--- config.mk ---
export PLATFORM = sky130hd
export DESIGN_NAME = header_insert_scheduler
export DESIGN_NICKNAME = d
export VERILOG_FILES = /design/src/rtl/header_insert_scheduler.sv
export SDC_FILE = /design/constraint.sdc
export NUM_CORES = 1
export LEC_CHECK = 0
export CORE_MARGIN = 2
export CORE_UTILIZATION = 38
export CTS_CLUSTER_DIAMETER = 100
export CTS_CLUSTER_SIZE = 12
export DETAILED_ROUTE_END_ITERATION = 8
export GPL_TIMING_DRIVEN = 0
export PLACE_DENSITY = 0.81
export RECOVER_POWER = 25
export SLEW_MARGIN = 20
export SYNTH_ARGS = -nofsm -noshare
export SYNTH_HDL_FRONTEND = slang
export SYNTH_SLANG_ARGS = --single-unit
--- constraint.sdc ---
create_clock -name clk -period 3.3 [get_ports clk]
set_input_delay 0.66 -clock clk [delete_from_list [all_inputs] [get_ports clk]]
set_output_delay 0.66 -clock clk [all_outputs]
set_load 0.05 [all_outputs]
--- src/rtl/header_insert_scheduler.sv ---
// header_insert_scheduler: round-robin owner of the inserter header port.
// One header per output packet; next grant waits for the packet's EOP.
module header_insert_scheduler #(
    parameter int DATA_WD      = 32,
    parameter int DATA_BYTE_WD = DATA_WD / 8,
    parameter int NUM_SRC      = 4,
    parameter int SRC_WD       = $clog2(NUM_SRC)
) (
    input  logic                            clk,
    input  logic                            rst,
    input  logic [NUM_SRC-1:0]              req_valid,
    input  logic [NUM_SRC*DATA_WD-1:0]      req_header,
    input  logic [NUM_SRC*DATA_BYTE_WD-1:0] req_keep,
    output logic [NUM_SRC-1:0]              req_ready,
    output logic                            valid_insert,
    output logic [DATA_WD-1:0]              header_insert,
    output logic [DATA_BYTE_WD-1:0]         keep_insert,
    input  logic                            ready_insert,
    input  logic                            valid_out,
    input  logic                            ready_out,
    input  logic                            last_out,
    output logic [SRC_WD-1:0]               grant_id,
    output logic                            busy,
    output logic                            err_keep,
    output logic [15:0]                     hdr_cnt
);

    typedef enum logic [1:0] {
        S_IDLE,
        S_OFFER,
        S_WAIT_EOP
    } state_t;

    state_t                  r_state;
    state_t                  w_state_nxt;
    logic [SRC_WD-1:0]       r_rr_ptr;
    logic [SRC_WD-1:0]       r_grant_id;
    logic [DATA_WD-1:0]      r_header;
    logic [DATA_BYTE_WD-1:0] r_keep;
    logic                    r_err_keep;
    logic [15:0]             r_hdr_cnt;

    logic [SRC_WD-1:0]       w_winner;
    logic                    w_found;
    logic                    w_grant;
    logic                    w_keep_zero;
    logic                    w_hs_insert;
    logic                    w_eop;
    logic [DATA_WD-1:0]      w_win_header;
    logic [DATA_BYTE_WD-1:0] w_win_keep;

    function automatic logic [SRC_WD-1:0] f_inc(input logic [SRC_WD-1:0] v);
        return (int'(v) == NUM_SRC - 1) ? '0 : v + 1'b1;
    endfunction

    // Round-robin search: scan downward so the lowest offset from rr_ptr wins.
    always_comb begin
        w_found  = 1'b0;
        w_winner = '0;
        for (int k = NUM_SRC - 1; k >= 0; k--) begin
            if (req_valid[(int'(r_rr_ptr) + k) % NUM_SRC]) begin
                w_found  = 1'b1;
                w_winner = SRC_WD'((int'(r_rr_ptr) + k) % NUM_SRC);
            end
        end
    end

    assign w_win_header = req_header[w_winner*DATA_WD +: DATA_WD];
    assign w_win_keep   = req_keep[w_winner*DATA_BYTE_WD +: DATA_BYTE_WD];
    assign w_keep_zero  = (w_win_keep == '0);
    assign w_grant      = (r_state == S_IDLE) && w_found && !rst;
    assign w_hs_insert  = (r_state == S_OFFER) && ready_insert;
    assign w_eop        = valid_out && ready_out && last_out;

    assign req_ready     = w_grant ? (NUM_SRC'(1) << w_winner) : '0;
    assign valid_insert  = (r_state == S_OFFER);
    assign header_insert = r_header;
    assign keep_insert   = r_keep;
    assign grant_id      = r_grant_id;
    assign busy          = (r_state != S_IDLE);
    assign err_keep      = r_err_keep;
    assign hdr_cnt       = r_hdr_cnt;

    // State register.
    always_ff @(posedge clk) begin
        if (rst) r_state <= S_IDLE;
        else     r_state <= w_state_nxt;
    end

    // Next state: EOP only counts while a granted packet is in flight.
    always_comb begin
        w_state_nxt = r_state;
        unique case (r_state)
            S_IDLE:     if (w_grant && !w_keep_zero) w_state_nxt = S_OFFER;
            S_OFFER:    if (ready_insert) w_state_nxt = S_WAIT_EOP;
            S_WAIT_EOP: if (w_eop) w_state_nxt = S_IDLE;
            default:    w_state_nxt = S_IDLE;
        endcase
    end

    // Header latch, pointer advance, drop flag and accepted-header count.
    always_ff @(posedge clk) begin
        if (rst) begin
            r_rr_ptr   <= '0;
            r_grant_id <= '0;
            r_header   <= '0;
            r_keep     <= '0;
            r_err_keep <= 1'b0;
            r_hdr_cnt  <= '0;
        end else begin
            r_err_keep <= 1'b0;
            if (w_grant) begin
                r_header   <= w_win_header;
                r_keep     <= w_win_keep;
                r_grant_id <= w_winner;
                r_err_keep <= w_keep_zero;
                if (w_keep_zero) r_rr_ptr <= f_inc(w_winner);
            end
            if (w_hs_insert) begin
                r_hdr_cnt <= r_hdr_cnt + 16'd1;
                r_rr_ptr  <= f_inc(r_grant_id);
            end
        end
    end

endmodule

# Word-level counts from Yosys, hierarchy flattened
# Cells that the tools add are included.
[op_classes] add_sub_neg=6 magnitude_cmp=4 n_eq_ne=7 shifts=3 muxes=29 bitwise=4 n_reduce_logical=19
[ops] cell="$shiftx 128x8->32" n=1
[ops] cell="$mux 2" n=12
[ops] cell="$add 16x1->16 const B" n=1
[ops] cell="$shiftx 16x5->4" n=1
[ops] cell="$lt 3x4->1 const B" n=3
[ops] cell="$mux 1" n=11
[ops] cell="$bmux 1 s2" n=4
[ops] cell="$reduce_or 2->1" n=4
[ops] cell="$add 2x1->2 const B" n=3
[ops] cell="$eq 2x1->1 const B" n=3
[ops] cell="$logic_and 1x1->1" n=6
[ops] cell="$pmux 2 s3" n=1
[ops] cell="$reduce_bool 2->1" n=3
[ops] cell="$add 2x2->2 const B" n=2
[ops] cell="$logic_not 4->1" n=1
[ops] cell="$mux 4" n=1
[ops] cell="$ne 2x1->1 const B" n=2
[ops] cell="$shl 1x2->4 const A" n=1
[ops] cell="$and 1x1->1 const A" n=3
[ops] cell="$lt 2x3->1 const B" n=1
[ops] cell="$reduce_and 3->1" n=1
[ops] cell="$eq 2x2->1 const B" n=1
[ops] cell="$logic_not 1->1" n=2
[ops] cell="$logic_not 2->1" n=1
[ops] cell="3 further kinds" n=3
[totals] register_bits=59 word_cells=79

# Logic depth before layout (Yosys ltp)
# Gate-level depths: netlist of run 1.
[depth] ltp_word=16 ltp_mapped=11 depth_no_buf=8

# Worst setup path after synthesis of run 1
# OpenSTA, ideal clock, no wires.
[synth_path] kind="in2out" from="in req_valid[0]" to="out req_ready[2]" arrival_ns=2.487 slack_ns=0.153 stages=8 path_buffers=3 path_cell_list="nor2b_1 -> or4b_4 -> and2_1 -> clkbuf_1 -> buf_2 -> buf_1 -> ha_1 -> and2_1"
[synth_between] elab_chain_len=10 elab_cells_between_ends=23
[synth_lines] item="from (decl)" line_no="11" rtl="input logic [NUM_SRC-1:0] req_valid,"
[synth_lines] item="$bmux 1 s2" line_no="61" rtl="if (req_valid[(int'(r_rr_ptr) + k) % NUM_SRC]) begin"
[synth_lines] item="$mux 1 (implied by the code) (2 in a row)" line_no="61"
[synth_lines] item="$mux 1 (4 in a row)" line_no="61"
[synth_lines] item="$logic_and 1x1->1 (2 in a row)" line_no="71" rtl="assign w_grant = (r_state == S_IDLE) && w_found && !rst;"
[synth_lines] item="$mux 4 *" line_no="75" rtl="assign req_ready = w_grant ? (NUM_SRC'(1) << w_winner) : '0;"
[synth_lines] item="to (decl)" line_no="14" rtl="output logic [NUM_SRC-1:0] req_ready,"
# Mark *: on every way between the ends. The rest lies on a longest branch, timed or not. The select of a mux whose other input is x is not followed.

# Final worst setup path of run 1
[layout_path] from="in req_valid[1]" to="out req_ready[1]"
# Same word-level chain as after synthesis.

==> out/results.tsv, run 1 <==
metric	value	unit
fmax	318	MHz
route.detailed.drc	0	
detail_route.wl_per_cell	15.8	um
finalPower	3.33	mW
die_x	101	um
netlist_area	0.00360	mm^2
final_core_util	0.671	
worst-path-max-fanout	10	
synthCells	542	
io_buffers	213	
syn_area_per_cell	6.64	um^2
die_h	101	um
setup.worst_path.start_class	primary input	
leakagePower	2.56	nW
netlist-cell-type-count	44	
synth_area_leaders	dfxtp_1 (33%), nand2_1 (19%), nand3_1 (15%)	
clkSlewWorstSetupHoldPaths	0.06	ns
antenna_found_initial	0	
synthArstFlopShare	0	
dr.pass1.iters	6	
grt_max_degree	21	
cp_data_arrival_time	2.49	ns
critPathKind	in -> out	
vdd_drop_max	0.237	mV
cp_common_cell	nor2_1	
maxCapViolations	0	
nFillCells	834	
crit_slowest_cell	clkbuf_1	
clock-root-buffer	clkbuf_8	
cts_made_buffers	9	
ys_seq_elements	59	
num_rows	35	
die-area	0.0103	mm^2
synth_top_area_frac	0.328	
finalCriticalPeriod	3.15	ns
hold_viol_final	0	
synthFlopType	dfxtp_1	
grtUsageTotal	0.266	
cp-end-kind	output port	
antenna_cells	0	
synthTopCellsByCount	nand2_1 (178), nand3_1 (110), dfxtp_1 (59), a21oi_1 (39), nor2_1 (28)	
wl	14000	um
worst_pin_slew	0.642	ns
pwr_density_cell	540	mW/mm^2
synth_most_common_cell	nand2_1	
cp_cell_sequence	dlygate4sd2_1 > nor2_1 > clkbuf_2 > a21o_1 > clkbuf_1 > nor2_1 > and2_1 > buf_4	
coreArea	0.00920	mm^2
relSlewSlack	0.572	
hpwl	10700	um
syn2layout_area_growth	71.3	%
synthesis.nets	702	
grt_pass1_vias	4439	
synth-seq-area-share	0.328	
finalMaxSlewViolations	0	
first_iter_violations	174	
avgViaCountPerCell	5.24	
final_antenna_net_count	0	
finalSetupViolCount	0	
insertion_delay	0.34	ns
yosysWarnings	0	
yosysTopAreaCell	dfxtp_1	
final_nets	926	
synth_edf_count	0	
ios	215	
routabilityCongestion	0.827	
cts_tree	yes	
cpPeakStageDelay	0.36	ns
status	completed	
start_util	0.392	
crit_required	2.64	ns
drive_gt1_frac	0.0649	
grt_pass1_wl	21400	um
hp-class	reg -> reg	
ctsLongestPathBuffers	2	
htree_levels	3	
num_vias	4621	
rsz0062_at_grt	false	
skew	0.0112	ns
grt_overflow	0	
cts_sinks	59	
period_share	0.954	
==> per-stage QoR <==
| stage | instance area (um^2) | std cells | setup TNS (ns) | setup slack (ns) | hold WS [ns] |
|---|---|---|---|---|---|
| floorplan | 3600 | 542 | 0 | 0.153 | 0.474 |
| global placement | 5870 | 866 | -4.89 | -1.31 | 0.442 |
| detailed placement | 5870 | 866 | -5.73 | -1.37 | 0.446 |
| global route | 6170 | 882 | 0 | 0.00821 | 0.475 |
| finish | 6170 | 882 | 0 | 0.152 | 0.452 |
| CTS | 6170 | 882 | 0 | 0.184 | 0.456 |
==> cell usage in the layout, fill, tap and decap left out, types with 3 or more instances in the layout <==
master,count
a21oi_1,39
a221oi_1,4
a32oi_1,3
and2_1,5
and3_1,4
buf_1,3
buf_2,6
buf_4,7
buf_6,5
bufinv_16,3
clkbuf_1,24
clkbuf_8,10
clkdlybuf4s50_1,181
dfxtp_1,59
dlygate4sd2_1,4
dlygate4sd3_1,24
ha_1,6
mux2i_1,4
nand2_1,177
nand3_1,110
nand4_1,4
nor2_1,28
nor3b_1,4
nor4_1,4
xnor2_1,3
xor2_1,11
==> layout make-up <==
class	count	area, um^2	area share
clock inverter	6	113	0.0183
sequential	59	1180	0.192
clock buffer	10	138	0.0223
timing repair buffer	217	2160	0.350
inverter	4	17.5	0.00284
tap	111	139	0.0225
multi-input combinational	436	2240	0.364
buffer	39	181	0.0294
==> worst max-delay path: cells and delay by family <==
kind,cells,cell delay (ns)
AO/OA/AOI/OAI,1,0.13
AND/OR/NAND/NOR,3,0.60
buffers and inverters,4,1.10
==> power breakdown <==
group	total [mW]	internal, mW	switching [mW]
registers	0.880	0.819	0.0605
clock network	0.847	0.524	0.323
logic	1.60	0.598	1.00
==> cells by family (layout without fill, tap and decap cells) <==
| group | after synthesis | after routing | synth area share |
|---|---|---|---|
| and+or+nand+nor | 352 | 352 | 0.443 |
| AOI/OAI and AO/OA | 60 | 60 | 0.107 |
| DFF | 59 | 59 | 0.328 |
| buffers and inverters | 47 | 276 | 0.0559 |
| xor gates and xnor gates | 14 | 14 | 0.0341 |
| adders and majority gates | 6 | 6 | 0.0208 |
| muxes | 4 | 4 | 0.0111 |
==> timing repair <==
| item | 4_1_cts | 5_1_grt |
|---|---|---|
| setup buffers | 3 | 0 |
| endpoints found under the hold margin | 0 | 0 |
| hold buffers | 0 | 0 |
| gates resized for setup | 45 | 0 |
| setup endpoints to repair | 4 | 0 |
==> per-layer routing <==
metal  vias to the layer above  part of all wire  track usage
li1                       2279                 -            -
met1                      2123              0.40        0.315
met2                       196              0.51        0.483
met3                        23             0.077       0.0594
met4                         0             0.019       0.0738
met5                         -                 0            0
==> sequential cells by signal, indices dropped and copies added, names as in the netlist <==
name,cells
keep_insert,4
hdr_cnt,16
grant_id,2
r_rr_ptr,2
r_state,2
err_keep,1
header_insert,32
==> worst paths after layout <==
check	cells past startpoint	to	startpoint	slack, ns
setup / recovery	8	req_ready[1]	req_valid[1]	0.15
hold / removal	2	header_insert[5]$_SDFFE_PP0P_	header_insert[5]$_SDFFE_PP0P_	0.45
setup reg to reg	9	r_rr_ptr[0]$_SDFFE_PP0P_	r_rr_ptr[0]$_SDFFE_PP0P_	0.75
hold reg to reg	2	header_insert[5]$_SDFFE_PP0P_	header_insert[5]$_SDFFE_PP0P_	0.45
No activity file was read; power rests on OpenSTA's default activity.
==> inputs of run 2 (changes only) <==
--- a/config.mk
+++ b/config.mk
@@ -12,7 +12,7 @@
 export DETAILED_ROUTE_END_ITERATION = 8
 export GPL_TIMING_DRIVEN = 0
 export PLACE_DENSITY = 0.81
-export RECOVER_POWER = 25
+export RECOVER_POWER = 100
 export SLEW_MARGIN = 20
 export SYNTH_ARGS = -nofsm -noshare
 export SYNTH_HDL_FRONTEND = slang
==> run 2 against run 1 <==
Sequential power is essentially flat. Sequential share of layout area grew 0.074 points. Via count shrank 0.22%. Utilization shrank 0.26 points. Total power shrank 0.96%.
==> out/results.tsv, run 2 (synthesized netlist as in run 1, its figures left out) <==
metric	value	unit
finalSetupViolCount	0	
die_h	101	um
antenna_found_initial	0	
cp-end-kind	output port	
hp-class	reg -> reg	
finalMaxSlewViolations	0	
detail_route.wl_per_cell	15.8	um
dr.pass1.iters	5	
period_share	0.967	
ios	215	
fmax	313	MHz
cts_made_buffers	9	
grt_overflow	0	
finalPower	3.30	mW
antenna_cells	0	
worst_pin_slew	0.636	ns
die_x	101	um
avgViaCountPerCell	5.23	
worstRegToRegCells	10	
grt_pass1_wl	21400	um
cts_tree	yes	
dp_cells	866	
ctsLongestPathBuffers	2	
hpwl	10700	um
syn2layout_area_growth	70.6	%
num_vias	4611	
postCtsHoldBufs	0	
largest_reg_flops	32	
drive_gt1_frac	0.0519	
first_iter_violations	132	
clock-root-buffer	clkbuf_8	
coreArea	0.00920	mm^2
route.detailed.drc	0	
hold_viol_final	0	
r2r-end	header_insert[2]$_SDFFE_PP0P_	
finalCriticalPeriod	3.19	ns
status	completed	
clkSlewWorstSetupHoldPaths	0.08	ns
cts_sinks	59	
htree_levels	3	
cp_data_arrival_time	2.53	ns
pwr_density_cell	537	mW/mm^2
maxCapViolations	0	
leakagePower	2.62	nW
insertion_delay	0.34	ns
rsz0062_at_grt	false	
worst-path-max-fanout	10	
grtUsageTotal	0.266	
place_ws	-1.37	ns
min_from	header_insert[29]$_SDFFE_PP0P_	
num_rows	35	
layout_common_cells	nand2_1 (177), clkdlybuf4s50_1 (147), nand3_1 (110), dfxtp_1 (59), dlygate4sd3_1 (58)	
min_to	header_insert[29]$_SDFFE_PP0P_	
crit_required	2.64	ns
setup.worst_path.start_class	primary input	
wl	14000	um
nFillCells	844	
rrSetupSlack	0.48	ns
worstHoldPathCells	2	
die-area	0.0103	mm^2
grt_max_degree	21	
routabilityCongestion	0.827	
io_buffers	213	
layout_setup_ws	0.109	ns
final_common_cell	nand2_1	
relSlewSlack	0.576	
skew	0.0109	ns
r2r_start	r_rr_ptr[0]$_SDFFE_PP0P_	
start_util	0.392	
fin_cells	882	
final_antenna_net_count	0	
final_core_util	0.668	
vdd_drop_max	0.236	mV
final_nets	926	
critPathKind	in -> out	
grt_pass1_vias	4439	
[run 2: cell type report]
class	instances	area [um^2]	area share
buffer	39	168	0.0273
clock buffer	10	138	0.0224
clock inverter	6	113	0.0183
inverter	4	17.5	0.00285
multi-input combinational	436	2240	0.364
sequential	59	1180	0.192
tap	111	139	0.0226
timing repair buffer	217	2150	0.350
[run 2: metrics by stage]
step                      hold slack [ns]  setup TNS (ns)  cell area [um^2]
after global routing                0.475               0              6140
final                               0.455               0              6140
after CTS                           0.456               0              6170
after global placement              0.442           -4.89              5870
after detailed placement            0.446           -5.73              5870
after floorplan                     0.474               0              3600
[run 2: critical path: stages]
cell	delay, ns
dlygate4sd2_1	0.27
nor2b_1	0.16
or4_1	0.59
and2_4	0.21
buf_6	0.14
ha_1	0.17
and2_0	0.16
buf_6	0.16
[run 2: how the worst max path moves through the flow]
stage                     cells after the start  slack [ns]          from            to
after detailed placement                     10       -1.37  req_valid[0]  req_ready[2]
after global routing                          8        0.02  req_valid[2]  req_ready[3]
after CTS                                     8        0.18  req_valid[2]  req_ready[0]
after floorplan                               8        0.15  req_valid[0]  req_ready[2]
final                                         8        0.11  req_valid[2]  req_ready[0]
after global placement                       10       -1.31  req_valid[0]  req_ready[0]
[run 2: per-layer routing]
metal  global-route usage  share of wire  wire, um
met5                    0              0         0
met4               0.0738          0.022       312
met3               0.0594          0.079      1100
met2                0.483           0.51      7060
met1                0.315           0.39      5490
[run 2: where the power goes]
group | switching [mW] | internal [mW] | total, mW
sequential | 0.0591 | 0.819 | 0.878
combinational | 1.00 | 0.572 | 1.57
clock | 0.321 | 0.524 | 0.845
[run 2: timing repair]
action,in CTS,in global routing
endpoints found under the setup margin,4,0
resized for setup,45,0
setup buffers,3,0
==> inputs of run 3 (changes only) <==
--- a/config.mk
+++ b/config.mk
@@ -8,7 +8,6 @@
 export CORE_MARGIN = 2
 export CORE_UTILIZATION = 38
 export CTS_CLUSTER_DIAMETER = 100
-export CTS_CLUSTER_SIZE = 12
 export DETAILED_ROUTE_END_ITERATION = 8
 export GPL_TIMING_DRIVEN = 0
 export PLACE_DENSITY = 0.81
==> results of run 3 <==
No change in the layout: final DEF, timing and power equal those of run 2.
